File: src/rtl/multicycle_ctrl_fsm_pkg.sv
// Shared definitions for the multi-cycle CPU control path.
// Holds the opcode constants, the 4-bit state encodings, the ALUOp / ALUSrcB /
// PCSource codes used by the controller, ALU_Control and the datapath muxes,
// and the packed control vector driven by the output decoder.
// Optional feature macro: CTRL_ILLEGAL_TRAP_EN adds the HALT state.
package multicycle_ctrl_fsm_pkg;

  // Opcode field IR[31:26]
  localparam logic [5:0] OP_RTYPE = 6'b000000;
  localparam logic [5:0] OP_ADDI  = 6'b001000;
  localparam logic [5:0] OP_LW    = 6'b100011;
  localparam logic [5:0] OP_SW    = 6'b101011;
  localparam logic [5:0] OP_BEQ   = 6'b000100;
  localparam logic [5:0] OP_J     = 6'b000010;

  // ALUOp codes
  localparam logic [1:0] ALUOP_ADD   = 2'b00;
  localparam logic [1:0] ALUOP_SUB   = 2'b01;
  localparam logic [1:0] ALUOP_FUNCT = 2'b11;

  // ALUSrcB codes
  localparam logic [1:0] ALUSRCB_RT     = 2'b00;
  localparam logic [1:0] ALUSRCB_FOUR   = 2'b01;
  localparam logic [1:0] ALUSRCB_IMM    = 2'b10;
  localparam logic [1:0] ALUSRCB_IMM_SH = 2'b11;

  // PCSource codes
  localparam logic [1:0] PCSRC_ALU    = 2'b00;
  localparam logic [1:0] PCSRC_ALUOUT = 2'b01;
  localparam logic [1:0] PCSRC_JUMP   = 2'b10;

  typedef enum logic [3:0] {
    S_IDLE      = 4'd0,
    S_FETCH     = 4'd1,
    S_DECODE    = 4'd2,
    S_MEM_ADDR  = 4'd3,
    S_MEM_RD    = 4'd4,
    S_MEM_WB    = 4'd5,
    S_MEM_WR    = 4'd6,
    S_EXEC      = 4'd7,
    S_R_WB      = 4'd8,
    S_BRANCH    = 4'd9,
    S_JUMP      = 4'd10,
    S_ADDI_EXEC = 4'd11,
`ifdef CTRL_ILLEGAL_TRAP_EN
    S_ADDI_WB   = 4'd12,
    S_HALT      = 4'd13
`else
    S_ADDI_WB   = 4'd12
`endif
  } state_e;

  typedef struct packed {
    logic       pc_write;
    logic       pc_write_cond;
    logic       iord;
    logic       mem_read;
    logic       mem_write;
    logic       ir_write;
    logic       mem_to_reg;
    logic       reg_dst;
    logic       reg_write;
    logic       alu_src_a;
    logic [1:0] alu_src_b;
    logic [1:0] alu_op;
    logic [1:0] pc_source;
  } ctrl_t;

endpackage

File: src/rtl/multicycle_ctrl_fsm_ctrl_out_decode.sv
// Combinational state-to-control-vector decoder (Moore outputs).
// Ports:
//   state_i     current FSM state
//   mem_ready_i memory handshake; only gates IRWrite/PCWrite in FETCH
//   ctrl_o      full control vector for the datapath
// Optional feature macro: CTRL_ILLEGAL_TRAP_EN (HALT decodes to all-zero).
module ctrl_out_decode
  import multicycle_ctrl_fsm_pkg::*;
(
  input  state_e state_i,
  input  logic   mem_ready_i,
  output ctrl_t  ctrl_o
);

  // Decode the control vector; everything defaults to 0 (IDLE/HALT value)
  always_comb begin
    ctrl_o = '0;
    case (state_i)
      S_FETCH: begin
        ctrl_o.mem_read  = 1'b1;
        ctrl_o.alu_src_b = ALUSRCB_FOUR;
        ctrl_o.alu_op    = ALUOP_ADD;
        ctrl_o.pc_source = PCSRC_ALU;
        // IR and PC only load on the cycle the fetch actually completes
        ctrl_o.ir_write  = mem_ready_i;
        ctrl_o.pc_write  = mem_ready_i;
      end
      S_DECODE: begin
        ctrl_o.alu_src_b = ALUSRCB_IMM_SH;
        ctrl_o.alu_op    = ALUOP_ADD;
      end
      S_MEM_ADDR, S_ADDI_EXEC: begin
        ctrl_o.alu_src_a = 1'b1;
        ctrl_o.alu_src_b = ALUSRCB_IMM;
        ctrl_o.alu_op    = ALUOP_ADD;
      end
      S_MEM_RD: begin
        ctrl_o.mem_read = 1'b1;
        ctrl_o.iord     = 1'b1;
      end
      S_MEM_WB: begin
        ctrl_o.reg_write  = 1'b1;
        ctrl_o.mem_to_reg = 1'b1;
      end
      S_MEM_WR: begin
        ctrl_o.mem_write = 1'b1;
        ctrl_o.iord      = 1'b1;
      end
      S_EXEC: begin
        ctrl_o.alu_src_a = 1'b1;
        ctrl_o.alu_src_b = ALUSRCB_RT;
        ctrl_o.alu_op    = ALUOP_FUNCT;
      end
      S_R_WB: begin
        ctrl_o.reg_write = 1'b1;
        ctrl_o.reg_dst   = 1'b1;
      end
      S_BRANCH: begin
        ctrl_o.alu_src_a     = 1'b1;
        ctrl_o.alu_src_b     = ALUSRCB_RT;
        ctrl_o.alu_op        = ALUOP_SUB;
        ctrl_o.pc_write_cond = 1'b1;
        ctrl_o.pc_source     = PCSRC_ALUOUT;
      end
      S_JUMP: begin
        ctrl_o.pc_write  = 1'b1;
        ctrl_o.pc_source = PCSRC_JUMP;
      end
      S_ADDI_WB: begin
        ctrl_o.reg_write = 1'b1;
      end
      default: begin
        ctrl_o = '0;
      end
    endcase
  end

endmodule

File: src/rtl/multicycle_ctrl_fsm.sv
// Main control FSM for the multi-cycle MIPS-subset CPU.
// Sequences FETCH/DECODE/EXECUTE/MEM/WB, stalls on mem_ready_i, counts
// retired instructions.
// Ports:
//   clk_i, rst_i (async, active-low), start_i, Op_i[5:0], mem_ready_i
//   datapath controls: PCWrite_o, PCWriteCond_o, IorD_o, MemRead_o,
//     MemWrite_o, IRWrite_o, MemtoReg_o, RegDst_o, RegWrite_o, ALUSrcA_o,
//     ALUSrcB_o[1:0], ALUOp_o[1:0], PCSource_o[1:0]
//   State_o[3:0] debug, Instr_cnt_o[CNT_W-1:0], Illegal_o
// Optional feature macro: CTRL_ILLEGAL_TRAP_EN traps unknown opcodes in HALT.
module multicycle_ctrl_fsm
  import multicycle_ctrl_fsm_pkg::*;
#(
  parameter int CNT_W = 32
) (
  input  logic             clk_i,
  input  logic             rst_i,
  input  logic             start_i,
  input  logic [5:0]       Op_i,
  input  logic             mem_ready_i,
  output logic             PCWrite_o,
  output logic             PCWriteCond_o,
  output logic             IorD_o,
  output logic             MemRead_o,
  output logic             MemWrite_o,
  output logic             IRWrite_o,
  output logic             MemtoReg_o,
  output logic             RegDst_o,
  output logic             RegWrite_o,
  output logic             ALUSrcA_o,
  output logic [1:0]       ALUSrcB_o,
  output logic [1:0]       ALUOp_o,
  output logic [1:0]       PCSource_o,
  output logic [3:0]       State_o,
  output logic [CNT_W-1:0] Instr_cnt_o,
  output logic             Illegal_o
);

  state_e           state_q, state_d;
  logic             retire_s;
  logic [CNT_W-1:0] cnt_q;
  ctrl_t            ctrl_s;

  // Next-state and retire decision
  always_comb begin
    state_d  = state_q;
    retire_s = 1'b0;
    case (state_q)
      S_IDLE:     state_d = start_i ? S_FETCH : S_IDLE;
      S_FETCH:    state_d = mem_ready_i ? S_DECODE : S_FETCH;
      S_DECODE: begin
        case (Op_i)
          OP_LW, OP_SW: state_d = S_MEM_ADDR;
          OP_RTYPE:     state_d = S_EXEC;
          OP_ADDI:      state_d = S_ADDI_EXEC;
          OP_BEQ:       state_d = S_BRANCH;
          OP_J:         state_d = S_JUMP;
`ifdef CTRL_ILLEGAL_TRAP_EN
          default:      state_d = S_HALT;
`else
          default:      state_d = S_FETCH;
`endif
        endcase
      end
      // IR is stable here, so Op_i still selects load vs store
      S_MEM_ADDR: state_d = (Op_i == OP_SW) ? S_MEM_WR : S_MEM_RD;
      S_MEM_RD:   state_d = mem_ready_i ? S_MEM_WB : S_MEM_RD;
      S_MEM_WR: begin
        if (mem_ready_i) begin
          state_d  = S_FETCH;
          retire_s = 1'b1;
        end else begin
          state_d  = S_MEM_WR;
        end
      end
      S_EXEC:      state_d = S_R_WB;
      S_ADDI_EXEC: state_d = S_ADDI_WB;
      S_MEM_WB, S_R_WB, S_BRANCH, S_JUMP, S_ADDI_WB: begin
        state_d  = S_FETCH;
        retire_s = 1'b1;
      end
`ifdef CTRL_ILLEGAL_TRAP_EN
      S_HALT:     state_d = S_HALT;
`endif
      default:    state_d = S_IDLE;
    endcase
  end

`ifdef CTRL_ILLEGAL_TRAP_EN
  logic illegal_q;

  // State register, retire counter and sticky illegal flag
  always_ff @(posedge clk_i or negedge rst_i) begin
    if (!rst_i) begin
      state_q   <= S_IDLE;
      cnt_q     <= '0;
      illegal_q <= 1'b0;
    end else begin
      state_q <= state_d;
      if (retire_s) begin
        cnt_q <= cnt_q + {{(CNT_W-1){1'b0}}, 1'b1};
      end
      if (state_d == S_HALT) begin
        illegal_q <= 1'b1;
      end
    end
  end

  assign Illegal_o = illegal_q;
`else
  // State register and retire counter
  always_ff @(posedge clk_i or negedge rst_i) begin
    if (!rst_i) begin
      state_q <= S_IDLE;
      cnt_q   <= '0;
    end else begin
      state_q <= state_d;
      if (retire_s) begin
        cnt_q <= cnt_q + {{(CNT_W-1){1'b0}}, 1'b1};
      end
    end
  end

  assign Illegal_o = 1'b0;
`endif

  ctrl_out_decode u_ctrl_out_decode (
    .state_i     (state_q),
    .mem_ready_i (mem_ready_i),
    .ctrl_o      (ctrl_s)
  );

  assign PCWrite_o     = ctrl_s.pc_write;
  assign PCWriteCond_o = ctrl_s.pc_write_cond;
  assign IorD_o        = ctrl_s.iord;
  assign MemRead_o     = ctrl_s.mem_read;
  assign MemWrite_o    = ctrl_s.mem_write;
  assign IRWrite_o     = ctrl_s.ir_write;
  assign MemtoReg_o    = ctrl_s.mem_to_reg;
  assign RegDst_o      = ctrl_s.reg_dst;
  assign RegWrite_o    = ctrl_s.reg_write;
  assign ALUSrcA_o     = ctrl_s.alu_src_a;
  assign ALUSrcB_o     = ctrl_s.alu_src_b;
  assign ALUOp_o       = ctrl_s.alu_op;
  assign PCSource_o    = ctrl_s.pc_source;
  assign State_o       = state_q;
  assign Instr_cnt_o   = cnt_q;

endmodule

File: config.mk
export PLATFORM = sky130hd
export DESIGN_NAME = multicycle_ctrl_fsm
export DESIGN_NICKNAME = d
export VERILOG_FILES = /design/src/rtl/multicycle_ctrl_fsm_pkg.sv /design/src/rtl/multicycle_ctrl_fsm_ctrl_out_decode.sv /design/src/rtl/multicycle_ctrl_fsm.sv
export SDC_FILE = /design/constraint.sdc
export NUM_CORES = 1
export LEC_CHECK = 0
export CELL_PAD_IN_SITES_DETAIL_PLACEMENT = 0
export CELL_PAD_IN_SITES_GLOBAL_PLACEMENT = 1
export CORE_ASPECT_RATIO = 1.25
export CORE_MARGIN = 4
export CORE_UTILIZATION = 25
export DETAILED_ROUTE_END_ITERATION = 8
export PLACE_DENSITY = 0.61
export SLEW_MARGIN = 20
export SYNTH_ARGS = -nofsm -noshare
export SYNTH_HDL_FRONTEND = slang
export SYNTH_SLANG_ARGS = --single-unit
File: constraint.sdc
create_clock -name clk_i -period 5.48 [get_ports clk_i]
set_input_delay 0.822 -clock clk_i [delete_from_list [all_inputs] [get_ports clk_i]]
set_output_delay 0.822 -clock clk_i [all_outputs]
set_load 0.05 [all_outputs]
Word level (Yosys, flattened, before mapping) --
Cells that the tools add are included.
Operators by class: add/sub/neg operators 1, equal/unequal tests 17, mux-type cells 21, reductions and logical operators 9
Operator list (count):
- 4-bit one-hot mux with 5 select lines | 2
- 4-bit one-hot mux with 9 select lines | 1
- 32-bit by 1-bit adder with 32-bit output (second input constant) | 1
- 4-bit equality test (second input constant) | 5
- 4-bit by 3-bit equality test with 1-bit output (second input constant) | 4
- 6-bit equality test (second input constant) | 2
- 1-bit 2-to-1 mux | 12
- 4-bit by 2-bit equality test with 1-bit output (second input constant) | 2
- 2-bit OR reduction | 4
- 6-bit by 2-bit equality test with 1-bit output (second input constant) | 1
- 6-bit by 3-bit equality test with 1-bit output (second input constant) | 1
- 6-bit by 4-bit equality test with 1-bit output (second input constant) | 1
- 6-bit logical NOT | 1
- 5-bit OR reduction | 1
- 4-bit by 1-bit equality test with 1-bit output (second input constant) | 1
- 4-bit logical NOT | 1
- 2-bit 2-to-1 mux | 2
- 1-bit one-hot mux with 2 select lines | 2
- 2-bit one-hot mux with 2 select lines | 1
- 4-bit OR reduction | 1
- 3-bit 2-to-1 mux | 1
- 3-bit OR reduction | 1
Word-level totals: flip-flop bits (word level) 36, input bits 10, output and inout bits 53, logic and storage cells 50

Logic depth before layout (Yosys ltp) --
Gate-level depths: netlist of the first run.
depth after elaboration 4, depth in mapped cells 6, mapped depth without buffers 5

Cells and area by module --
From an unflattened synthesis of the first run, not the netlist that was laid out.
Unflattened totals: cell total of the unflattened synthesis 228, area, all modules 2297.2 sq um
By module, submodules not included:
- multicycle_ctrl_fsm | instances 1, cells an instance 195, area each 2082.0 sq um, seq. area each 900.9 sq um
- ctrl_out_decode | instances 1, cells an instance 33, area each 215.2 sq um, seq. area each 0.0 sq um

Worst setup path after synthesis of the first run --
No wires, ideal clock.
path type reg-to-output, start reg state_q[3], in the netlist State_o[3], end out PCWrite_o, arrival time 2272 ps, data required time 4658 ps, setup slack 2386 ps, stages on the path, launching flop included 4, path buffers 1, cells stage by stage dfrtp_1 -> clkbuf_1 -> nand2b_1 -> o21ai_0
On the way: word-level cells in the longest chain between the ends 2, elaborated cells between the ends (all ways) 3, those cells by class eq/ne: 2; mux: 1
RTL lines:
- from (decl) | RTL line multicycle_ctrl_fsm.sv:39 | state_e state_q, state_d;
- from (signal assigned) | RTL line multicycle_ctrl_fsm.sv:117 | state_q <= state_d;
- 4-bit equality test / 4-bit by 1-bit equality test with 1-bit output (equally long branches) | RTL line multicycle_ctrl_fsm_ctrl_out_decode.sv:18 | case (state_i)
- 1-bit one-hot mux with 2 select lines (*) | RTL line multicycle_ctrl_fsm_ctrl_out_decode.sv:18
- to (decl) | RTL line multicycle_ctrl_fsm.sv:21 | output logic PCWrite_o,
Mark *: on every way between the ends. The rest lies on a longest branch, timed or not.

Worst setup path in the final report of the first run --
start reg state_q[3], in the netlist State_o[3], end out RegWrite_o
On the way: word-level cells in the longest chain between the ends 3, elaborated cells between the ends (all ways) 5, those cells by class eq/ne: 3; mux: 1; reduce/logical: 1
RTL lines:
- 4-bit by 3-bit equality test with 1-bit output / 4-bit equality test (equally long branches) | RTL line multicycle_ctrl_fsm_ctrl_out_decode.sv:18
- 3-bit OR reduction (no source line) (*)
- 1-bit 2-to-1 mux (*) | RTL line multicycle_ctrl_fsm_ctrl_out_decode.sv:18
- to (decl) | RTL line multicycle_ctrl_fsm.sv:29 | output logic RegWrite_o,
Marks and branches as above.

==> results by group, run 1 <==
Routing
  • Via Count: 1669
  • Drt wl/cell: 14.4 um
  • Met1 wire length: 2.34 mm
  • Met3 routed WL: 322 um
  • Routed WL: 5.19 mm
  • 1st-pass router iterations: 4
  • Drt drc: 0
  • Via density: 4.64
  • Met2 Routed Length: 2.47 mm
  • Detailed Route Iter0 Violations: 45
  • Top sig layer: met4
  • Final ANT Viol Nets: 0

STA
  • Final hold viol count: 0
  • Worst-margin pin slew: 0.821 ns
  • Crit path time final: 3.33 ns
  • Worst clock skew: 0.0128 ns
  • Setup ws final: 2.15 ns
  • Period utilization: 60.7%
  • Rel. slew slack: 45.3%
  • Setup TNS: 0 ns
  • Maximum clock frequency: 301 MHz
  • RSZ-0062 raised after global routing: false
  • Final setup vio count: 0
  • Slew Limit Fails: 0

Floorplanning
  • Io pins: 63
  • Rows: 36
  • Starting density of the core: 25.6%
  • Die Ht: 108 um
  • Die width: 87.9 um
  • Core ar.: 0.00779 sq mm
  • Full die area: 0.00947 sq mm

Place
  • Port Buf Inserts: 61
  • Dpl hpwl: 3.85 mm
  • Routability cong.: 0.801
  • Setup WS pre-CTS: 2.16 ns
  • Placed cell count: 352

Synthesis
  • FFs w/ async S/R, synth: 100%
  • Post-Syn Area: 0.00199 sq mm
  • Synthesized flop and latch total: 36
  • Sequential share of the synthesized area: 45.2%
  • Net Count, Synth: 213
  • Post-Synthesis Cells: 202
  • Avg Cell Area, Syn: 9.87 sq um
  • Synth cell types: 47
  • Yosys warnings: 0
  • Post-synth EDFFs: 0
  • Top_reg_cell synth: dfrtp_1

Power and ir drop
  • Total power: 1.13 mW
  • Psw: 0.515 mW
  • Comb power frac: 47.3%
  • Clock share of power: 20.1%
  • Worst IR Drop VDD: 0.238 mV
  • Cell internal pwr: 0.617 mW
  • Sw Share: 45.5%
  • P per Cell Area: 406 mW/mm^2
  • Reg power frac: 32.6%
  • P_leak: 1.09 nW

Cells and area
  • Synth-to-Final Area Change: 40.1%
  • Final cell count without fillers: 360
  • Number of diodes: 0
  • Layout Nets: 275
  • Share of cells above drive strength 1: 9.06%
  • Core Util, Final: 35.8%
  • Number of fill cells: 804

Worst setup path
  • Worst setup path class: reg -> out
  • Worst setup SP type: flop
  • Crit-path max FO: 15
  • Req. time, crit path: 4.66 ns
  • Worst Path Arrival: 2.50 ns
  • CP Capture Type: output port

GRT
  • First-pass GRT wire length: 8.31 mm
  • Vias in the first global route: 1613
  • Antenna violations before repair: 0
  • Global-route usage over all layers: 11.3%
  • Gr ovfl total: 0
  • Largest net degree at the start of global routing: 37

Hold path
  • Tightest Hold Check Type: reg -> reg

Clocking
  • CTS Sinks: 36
  • Worst skew pair latency: 0.29 ns
  • CTS HTree Levels: 2
  • TritonCTS clock tree: yes
  • Num CTS Buffers: 5
  • Post-CTS sizing: 0
  • # Post-CTS Setup Buffers: 0
  • CTS Hold Bufs: 0
  • Reg clk slew, reported paths: 0.08 ns
  • Clk buf depth: 2
  • Root buffer cell: clkbuf_8

Run
  • Max-cap violations: 0

Status
  • Status: finished, final reports clean
-- final timing paths --
kind | start | to | depth (start not counted) | slack [ns]
setup reg to reg | State_o[0] | Instr_cnt_o[24] | 5 | 3.27
min in group asynchronous | rst_i | Instr_cnt_o[30] | 1 | 0.63
hold / removal | Instr_cnt_o[31] | Instr_cnt_o[31] | 1 | 0.47
max in group asynchronous | rst_i | State_o[2] | 1 | 4.33
setup / recovery | State_o[3] | RegWrite_o | 4 | 2.15
hold reg to reg | Instr_cnt_o[31] | Instr_cnt_o[31] | 1 | 0.47
-- power groups by stage --
stage	Sequential [mW]	Clock (mW)	Combinational (mW)
2_1_floorplan	0.448	0	0.287
3_3_place_gp	0.374	0	0.540
3_5_place_dp	0.375	0	0.539
4_1_cts	0.370	0.237	0.540
5_1_grt	0.379	0.247	0.567
6_report	0.369	0.228	0.535
-- synth_stat cells (all sizes together) (3+ instances only) --
master	n	share of area (%)
o22ai	3	0.94
nand4	8	2.8
nand2b	6	1.9
dfrtp	36	45
o21ai	3	0.75
a21oi	7	1.9
xor2	8	3.5
nand3	12	3.0
nand2	23	4.3
nor2	18	3.4
and3	6	1.9
buf	4	1.3
nor3	7	1.8
inv	3	0.56
xnor2	25	11
-- registers in the layout, summed over array words and instances, names as in the netlist --
name         cells
Instr_cnt_o     32
State_o          4
-- final cells by class --
| type | count | area [sq um] | area share [%] |
|---|---|---|---|
| clock buffer | 6 | 72.6 | 2.60 |
| multi-input combinational | 157 | 1050 | 37.5 |
| tap | 95 | 119 | 4.26 |
| sequential | 36 | 901 | 32.3 |
| timing repair buffer | 61 | 606 | 21.7 |
| clock inverter | 2 | 35.0 | 1.26 |
| inverter | 3 | 11.3 | 0.403 |
-- cell usage in the layout, fill, tap and decap left out, types with 2 or more instances in the layout --
master            n
o22ai_1           3
nor2_1           18
inv_1             3
dfrtp_1          36
o21a_1            2
mux2_2            2
nand2b_1          6
and3_1            6
xnor2_1          25
nand2_1          23
a21oi_1           6
nor3_1            7
clkbuf_8          5
nand3_1          12
o21ai_0           3
clkdlybuf4s50_1  60
or2_2             2
xor2_1            8
nand4_1           7
and2_1            2
-- through the flow --
step / hold slack [ns] / cell area, sq um
floorplan: 0.526 / 1990
global placement: 0.463 / 2680
detailed placement: 0.462 / 2680
CTS: 0.472 / 2790
global route: 0.481 / 2790
finish: 0.467 / 2790
-- cells by family after synthesis --
family	share of synthesized area, %
mux	1.13
compound gates	9.29
fa+ha+maj	1.13
buf+inv	2.26
other cells	0.188
xor+xnor	14.5
simple gates	26.3
flops	45.2
-- layer usage --
layer	up-vias	track usage, %
met5	-	0
met4	0	3.73
met3	4	3.75
met2	51	17.3
met1	784	14.9
li1	830	-
-- worst max-delay path, cell delays in order, from the launching register on --
cell,delay [ns]
dfrtp_1,0.53
nand2b_1,0.36
or2_2,0.36
a21oi_1,0.15
clkdlybuf4s50_1,0.82
Note: power is estimated with default switching activity, not from simulation.
==> run 2, diff against run 1 <==
==> constraint.sdc (replaced) <==
create_clock -name clk_i -period 3.35 [get_ports clk_i]
set_input_delay 0.5025 -clock clk_i [delete_from_list [all_inputs] [get_ports clk_i]]
set_output_delay 0.5025 -clock clk_i [all_outputs]
set_load 0.05 [all_outputs]
==> run 2 against run 1 <==
Against the previous run: via count decreased by 0.36%; largest power group unchanged; count of clock-buffer cells in the layout increased by 1; combinational power increased by 64%; clock skew decreased by 0.0077 ns; sequential share of layout area increased by 0.13 points; register-to-register slack got worse by 2.1 ns; hold slack got worse by 0.16 ns; setup slack got worse by 1.8 ns; core utilization decreased by 0.14 points; clock power increased by 47%; cell count decreased by 0.28%.
==> results by group, run 2 (synthesis gave the netlist of run 1 again) <==
Worst setup path
  • CP Capture Type: output port (unchanged)
  • R2R Path Start: State_o[0] (unchanged)
  • Crit path from: State_o[3] (unchanged)
  • Req. time, crit path: 2.85 ns (was 4.66 ns)
  • Worst Path Arrival: 2.49 ns (was 2.50 ns)
  • Worst setup path class: reg -> out (unchanged)
  • Worst setup SP type: flop (unchanged)
  • Reg2Reg Setup Slack: 1.14 ns (was 3.27 ns)
  • Worst reg2reg endpoint: Instr_cnt_o[31] (was Instr_cnt_o[24])
  • Crit-path max FO: 15 (unchanged)
  • Worst setup path end: RegWrite_o (unchanged)
  • R2R depth: 5 (unchanged)

Clocking
  • CTS Hold Bufs: 0 (unchanged)
  • # Post-CTS Setup Buffers: 0 (unchanged)
  • TritonCTS clock tree: yes (unchanged)
  • CTS Sinks: 36 (unchanged)
  • CTS HTree Levels: 2 (unchanged)
  • Post-CTS sizing: 0 (unchanged)
  • Clk buf depth: 2 (unchanged)
  • Root buffer cell: clkbuf_8 (unchanged)
  • Reg clk slew, reported paths: 0.07 ns (was 0.08 ns)
  • Num CTS Buffers: 5 (unchanged)
  • Worst skew pair latency: 0.29 ns (about the same)

STA
  • Setup TNS: 0 ns (unchanged)
  • Worst clock skew: 0.00515 ns (was 0.0128 ns)
  • Setup ws final: 0.353 ns (was 2.15 ns)
  • Maximum clock frequency: 334 MHz
  • Rel. slew slack: 45.2% (was 45.3%)
  • Slew Limit Fails: 0 (unchanged)
  • Final setup vio count: 0 (unchanged)
  • Crit path time final: 3.00 ns
  • Worst-margin pin slew: 0.822 ns (was 0.821 ns)
  • RSZ-0062 raised after global routing: false (unchanged)
  • Period utilization: 89.5%
  • Final hold viol count: 0 (unchanged)

Routing
  • Drt wl/cell: 14.4 um (about the same)
  • Drt drc: 0 (unchanged)
  • Via density: 4.63 (was 4.64)
  • Via Count: 1663 (was 1669)
  • Final ANT Viol Nets: 0 (unchanged)
  • Routed WL: 5.16 mm (was 5.19 mm)
  • Detailed Route Iter0 Violations: 33 (was 45)
  • 1st-pass router iterations: 4 (unchanged)

Power and ir drop
  • Worst IR Drop VDD: 0.483 mV (was 0.238 mV)
  • P_leak: 1.09 nW (about the same)
  • Total power: 1.81 mW (was 1.13 mW)
  • P per Cell Area: 652 mW/mm^2 (was 406 mW/mm^2)

Cells and area
  • Commonest non-fill, non-tap cell in the layout: clkdlybuf4s50_1 (unchanged)
  • Synth-to-Final Area Change: 39.5% (was 40.1%)
  • Share of cells above drive strength 1: 9.09% (was 9.06%)
  • Number of diodes: 0 (unchanged)
  • Layout Nets: 275 (unchanged)
  • Core Util, Final: 35.7% (was 35.8%)
  • Most frequent cells in the layout: clkdlybuf4s50_1, dfrtp_1, xnor2_1 (unchanged)
  • Max reg flops: 32 (unchanged)

GRT
  • Vias in the first global route: 1612 (was 1613)
  • Antenna violations before repair: 0 (unchanged)
  • First-pass GRT wire length: 8.23 mm (was 8.31 mm)
  • Gr ovfl total: 0 (unchanged)
  • Largest net degree at the start of global routing: 37 (unchanged)
  • Global-route usage over all layers: 11.2% (was 11.3%)

Floorplanning
  • Die Ht: 108 um (unchanged)
  • Starting density of the core: 25.6% (unchanged)
  • Rows: 36 (unchanged)
  • Io pins: 63 (unchanged)
  • Core ar.: 0.00779 sq mm (unchanged)
  • Full die area: 0.00947 sq mm (unchanged)
  • Die width: 87.9 um (unchanged)

Place
  • Routability cong.: 0.783 (was 0.801)
  • Setup WS pre-CTS: 0.665 ns (was 2.16 ns)
  • Dpl hpwl: 3.85 mm (about the same)
  • Port Buf Inserts: 61 (unchanged)

Status
  • Status: finished, final reports clean (unchanged)

Run
  • Max-cap violations: 0 (unchanged)

Hold path
  • Tightest Hold Check Type: in -> async (was reg -> reg)
-- run 2: cell count changes in the layout (fill, tap and decap cells not counted) --
cell | before | now
bufinv_16 | 1 | 0
clkinv_2 | 1 | 0
clkbuf_8 | 5 | 7
clkbuf_1 | 1 | 0
-- run 2: cell type report --
cell class / count / area (sq um)
Inverter: 3 / 11.3
Timing Repair Buffer: 61 / 606
Tap cell: 95 / 119
Multi-Input combinational cell: 157 / 1050
Sequential cell: 36 / 901
Clock buffer: 7 / 96.3
Fill cell: 796 / 5010
-- run 2: critical path, cell delays in order, from the launching register on --
cell and delay [ns]:
dfrtp_1 0.53, nand2b_1 0.36, or2_2 0.36, a21oi_1 0.14
clkdlybuf4s50_1 0.82
-- run 2: worst min-delay path by stage --
stage / slack, ns / endpoint / depth (start not counted) / start
after floorplan: 0.21 / Instr_cnt_o[0] / 0 / rst_i
after global placement: 0.46 / Instr_cnt_o[31] / 1 / Instr_cnt_o[31]
after detailed placement: 0.47 / Instr_cnt_o[31] / 1 / Instr_cnt_o[31]
after CTS: 0.34 / Instr_cnt_o[29] / 1 / rst_i
after global routing: 0.37 / Instr_cnt_o[31] / 1 / rst_i
final: 0.31 / Instr_cnt_o[31] / 1 / rst_i
-- run 2: layer usage --
metal  global-route usage (%)  vias to the layer above  share of wire (%)
met5                        0                        -                  0
met3                     2.83                        9                5.8
met2                     18.0                       48                 47
met1                     14.3                      782                 45
li1                         -                      824                  -
met4                     4.17                        0                1.7
-- run 2: power by group --
group / internal, mW / total (mW) / leakage [nW] / switching [mW]
Clock: 0.183 / 0.335 / 0.0503 / 0.152
Sequential: 0.485 / 0.601 / 0.484 / 0.115
Combinational: 0.303 / 0.876 / 0.551 / 0.573
Total: 0.972 / 1.81 / 1.09 / 0.840
-- run 2: metrics by stage --
stage	area, sq um	hold WS [ns]	std cells
global route	2780	0.369	359
global placement	2680	0.461	352
floorplan	1990	0.207	202
detailed placement	2680	0.471	352
finish	2780	0.309	359
CTS	2780	0.342	359
==> edit 1: new RTL, config.mk and constraints of run 2 <==
Add a define of `CTRL_ILLEGAL_TRAP_EN`.
--- a/src/rtl/multicycle_ctrl_fsm_pkg.sv
+++ b/src/rtl/multicycle_ctrl_fsm_pkg.sv
@@ -4,4 +4,6 @@
 // and the packed control vector driven by the output decoder.
 // Optional feature macro: CTRL_ILLEGAL_TRAP_EN adds the HALT state.
+`define CTRL_ILLEGAL_TRAP_EN
+
 package multicycle_ctrl_fsm_pkg;
 
Formal check against the unedited RTL: not equivalent (Yosys sat finds a counterexample within 4 cycles, from zero or initial values and one cycle with rst_i low).
==> edit 1 against run 2 <==
Combinational power increased by 19%. Sequential cell count increased by 1. Sequential power increased by 3.3%. Final area increased by 1.3%. Total power increased by 8.0%. Wire length increased by 0.56%. Synthesized area increased by 2.2%. Worst setup slack improved by 0.18 ns. Critical endpoint is now ALUOp_o[0].
==> edit 1: results (changes against run 2) <==
Final Skew 0.00772 ns (+0.00257 ns); pin count of the biggest net entering global routing 38 (+2.7%); Num CTS Buffers 5 (unchanged); Avg WL per Cell 14.1 µm (-1.9%); Switch Pwr 0.943 mW (+12%); port buffer count 62 (+1.6%); static leakage 1.24 nW (+15%); synth top area cells dfrtp_1 45%, xor2_1 8.2%, xnor2_1 6.0%, nor2_1 4.1%, nor3_1 3.9%; Synth Area in Adders 0.614% (-0.52 points); post-synth net total 222 (+4.2%); depth of the CTS H-tree 2 (unchanged); outcome finished clean; crit path to ALUOp_o[0]; beginning of the critical path State_o[1]; compound-gate portion of the synthesized area 10.3% (+1.0 points); CP Data Arrival Time 2.32 ns (-0.17 ns); RR Endpoint Instr_cnt_o[28]; initial antenna violation count 0 (unchanged); R2R Setup Slk 1.09 ns (-0.05 ns); clk slew on worst S/H paths 0.07 ns (about the same); mux cell area share after synthesis 0.553% (-0.58 points); global-route wire length before repair 8540 µm (+3.7%); reg2reg start State_o[3]; Diodes inserted 0 (unchanged); proportion of layout cells with a drive suffix above 1 8.42% (-0.67 points); Placer Congestion 0.773 (-1.2%); Layout Nets 283 (+2.9%); Max IR drop VDD 452 µV (-6.4%); CTS resizes 0 (unchanged); sequential share of the synthesized area 45.5% (+0.26 points); worst reg2reg path depth 5 (unchanged); post-synthesis xor/xnor area fraction 14.2% (-0.31 points); Yosys warnings 0 (unchanged); clock root buffer clkbuf_8; Async S/R FF share, synth 100% (unchanged); DP HPWL 3740 µm (-3.0%); Detailed Routing Iterations Pass 1 4 (unchanged); Clock Latency Late Sink 0.29 ns (about the same); GRT Total Usage 11.3% (+0.075 points); Largest register FFs 32 (unchanged); Setup Buffers After CTS 0 (unchanged); critical path fanouts, max 19 (+4); HP Class primary input to asynchronous set/reset pin; most frequent cells after synthesis 37 x dfrtp_1, 22 x nor2_1, 19 x xor2_1; Initial DRC Count 60 (+82%); total number of vias 1,722 (+3.5%); worst slew pin tran 0.854 ns (+0.0321 ns)
-- edit 1: cell types whose count changed after synthesis, sizes merged, moves of 3 or more --
cell,run 2,this run
nand2,23,11
xnor2,25,14
xor2,8,19
inv,3,12
nor3,7,16
nor4,2,9
nand3,12,6
nand4,8,3
nor2,18,22
clkbuf,2,5
o21ai,3,6
o22ai,3,0
-- edit 1: metal layers --
layer / up-vias / wire [µm] / track usage (%)
met5: - / 0 / 0
met1: 815 / 2370 / 14.5
met4: 0 / 68 / 3.24
met2: 50 / 2440 / 18.8
li1: 851 / - / -
met3: 6 / 305 / 2.57
-- edit 1: how the worst min path moves through the flow --
stage	slack, ns	endpoint
3_5_place_dp	0.45	Illegal_o
6_report	0.31	Instr_cnt_o[14]
2_1_floorplan	0.21	Illegal_o
3_3_place_gp	0.45	Illegal_o
4_1_cts	0.34	Instr_cnt_o[15]
5_1_grt	0.39	Instr_cnt_o[14]
-- edit 1: cells by family after synthesis --
group,Yosys count
compound gates,28
xor+xnor,33
fa+ha+maj,1
buf+inv,22
flops,37
mux,1
simple gates,89
-- edit 1: stage by stage --
stage	area (µm²)	hold slack (ns)	setup WS [ns]	total power [mW]	instances
after global placement	2730	0.451	0.667	1.68	360
final	2820	0.311	0.531	1.96	368
after detailed placement	2730	0.454	0.661	1.68	360
after global routing	2820	0.388	0.335	2.08	368
after CTS	2820	0.345	0.526	1.98	368
after floorplan	2040	0.207	0.653	1.33	211
-- edit 1: final cells by class --
type                            instances  area [µm²]
Fill cell                             795        5070
Multi-Input combinational cell        152        1010
Sequential cell                        37         926
Timing Repair Buffer                   64         631
Tap cell                               95         119
Clock buffer                            6        72.6
Inverter                               12        45.0
Clock inverter                          2        10.0
-- edit 1: power groups by stage --
| stage | logic [mW] | registers, mW | clock network (mW) |
|---|---|---|---|
| after floorplan | 0.551 | 0.781 | 0 |
| after global placement | 1.05 | 0.632 | 0 |
| after detailed placement | 1.05 | 0.629 | 0 |
| after CTS | 1.05 | 0.621 | 0.315 |
| after global routing | 1.10 | 0.641 | 0.336 |
| final | 1.04 | 0.621 | 0.300 |
-- edit 1: worst max-delay path, stage by stage (launching register included) --
cell and delay, ns:
dfrtp_1 0.68, nand2b_1 0.26, nor2_1 0.09, or2_2 0.29
clkdlybuf4s50_1 0.70
==> edit 2: new RTL, flow settings as in run 2 <==
Without the edit above. Put one more register stage on the output `Instr_cnt_o`, without a reset. The value now appears one clock later. The other outputs are not delayed to match.
--- a/src/rtl/multicycle_ctrl_fsm.sv
+++ b/src/rtl/multicycle_ctrl_fsm.sv
@@ -145,5 +145,7 @@
   assign PCSource_o    = ctrl_s.pc_source;
   assign State_o       = state_q;
-  assign Instr_cnt_o   = cnt_q;
+  always_ff @(posedge clk_i) begin
+    Instr_cnt_o <= cnt_q;
+  end
 
 endmodule
Formal check against the unedited RTL: not equivalent (a bounded check fails within 10 cycles, from zero or initial values and one cycle with rst_i low).
==> edit 2 against run 2 <==
Sequential share of layout area increased by 10 points. Largest cell class is now registers. Wire length increased by 7.0%. Via count increased by 12%. Total power increased by 63%. Final area increased by 30%. Fmax increased by 6.2%. Sequential cell count increased by 32. Synthesized area increased by 30%. Worst setup slack improved by 0.17 ns. First-iteration DRC count increased by 140%.
==> edit 2: results (changes against run 2) <==
synth top area cells dfrtp_1 35%, dfxtp_1 25%, xnor2_1 10%, nand3_1 3.5%, nand2_1 2.5%; clock root buffer clkbuf_16; GRT Total Usage 9.81% (-1.4 points); post-synthesis xor/xnor area fraction 11.1% (-3.4 points); static leakage 1.45 nW (+34%); Synth cell types 43 (-8.5%); Final Skew 0.00786 ns (+0.00272 ns); Num CTS Buffers 9 (+4); compound-gate portion of the synthesized area 6.08% (-3.2 points); proportion of layout cells with a drive suffix above 1 7.69% (-1.4 points); Detailed Route WL 5520 µm (+7.0%); grt met2 use 14.7% (-3.3 points); outcome finished clean; HP Class primary input to asynchronous set/reset pin; sequential share of the synthesized area 59.5% (+14 points); DP HPWL 3840 µm (-0.32%); mux cell area share after synthesis 0.434% (-0.70 points); slew margin rel. 44.8% (-0.44 points); clk slew on worst S/H paths 0.05 ns (-0.02 ns); depth of the CTS H-tree 3 (+1); GR Util met3 3.78% (+0.95 points); Layout Nets 305 (+11%); Async S/R FF share, synth 52.9% (-47 points); wl on met1 2510 µm (+7.7%); Clock Latency Late Sink 0.33 ns (+0.04 ns); Initial DRC Count 79 (+140%); global-route wire length before repair 9220 µm (+12%); CP Data Arrival Time 2.32 ns (-0.17 ns); vias in the first global route 1,867 (+16%); WL met3 434 µm (+46%); DR vias/cell 4.35 (-6.1%); Synth Area in Adders 0.483% (-0.65 points); Worst path max stage delay 0.83 ns; Max IR drop VDD 554 µV (+15%); post-synth net total 241 (+13%); met2 WL 2470 µm (+0.90%)
## edit 2: changes by cell type in the layout (fill, tap and decap cells not counted), moves of 3 or more
cell / change
xor2_1: -6
dfxtp_1: +32
clkbuf_8: -6
nand3_1: +6
xnor2_1: +6
nand2_1: -6
nor2_1: -3
clkbuf_16: +9
## edit 2: where the power goes
| part | internal (mW) | switching [mW] | leakage, nW |
|---|---|---|---|
| Sequential | 0.899 | 0.131 | 0.747 |
| Clock | 0.670 | 0.329 | 0.153 |
| Combinational | 0.316 | 0.612 | 0.554 |
## edit 2: per-stage QoR
stage	total power, mW	worst slack, ns	cells	hold WS [ns]	area, µm²
floorplan	1.68	0.577	230	0.207	2590
detailed placement	1.98	0.758	412	0.387	3310
global placement	1.99	0.773	412	0.384	3310
finish	2.96	0.527	428	0.272	3630
global route	3.10	0.320	428	0.363	3630
CTS	3.00	0.502	428	0.312	3630
## edit 2: area by class of cell
type / count / share of cell area [%]
Tap cell: 129 / 4.45
Clock buffer: 12 / 6.80
Inverter: 2 / 0.207
Multi-Input combinational cell: 152 / 27.4
Sequential cell: 68 / 42.5
Clock inverter: 4 / 2.00
Timing Repair Buffer: 61 / 16.7
## edit 2: worst paths after layout
kind | end | start | cells past startpoint | slack [ns]
setup reg to reg | cnt_q[13] | State_o[0] | 5 | 1.19
hold reg to reg | Instr_cnt_o[31] | cnt_q[31] | 0 | 0.39
max in group asynchronous | cnt_q[18] | rst_i | 1 | 2.55
min in group clk_i | Instr_cnt_o[31] | cnt_q[31] | 0 | 0.39
hold / removal | cnt_q[10] | rst_i | 1 | 0.27
setup / recovery | ALUOp_o[0] | State_o[3] | 3 | 0.53
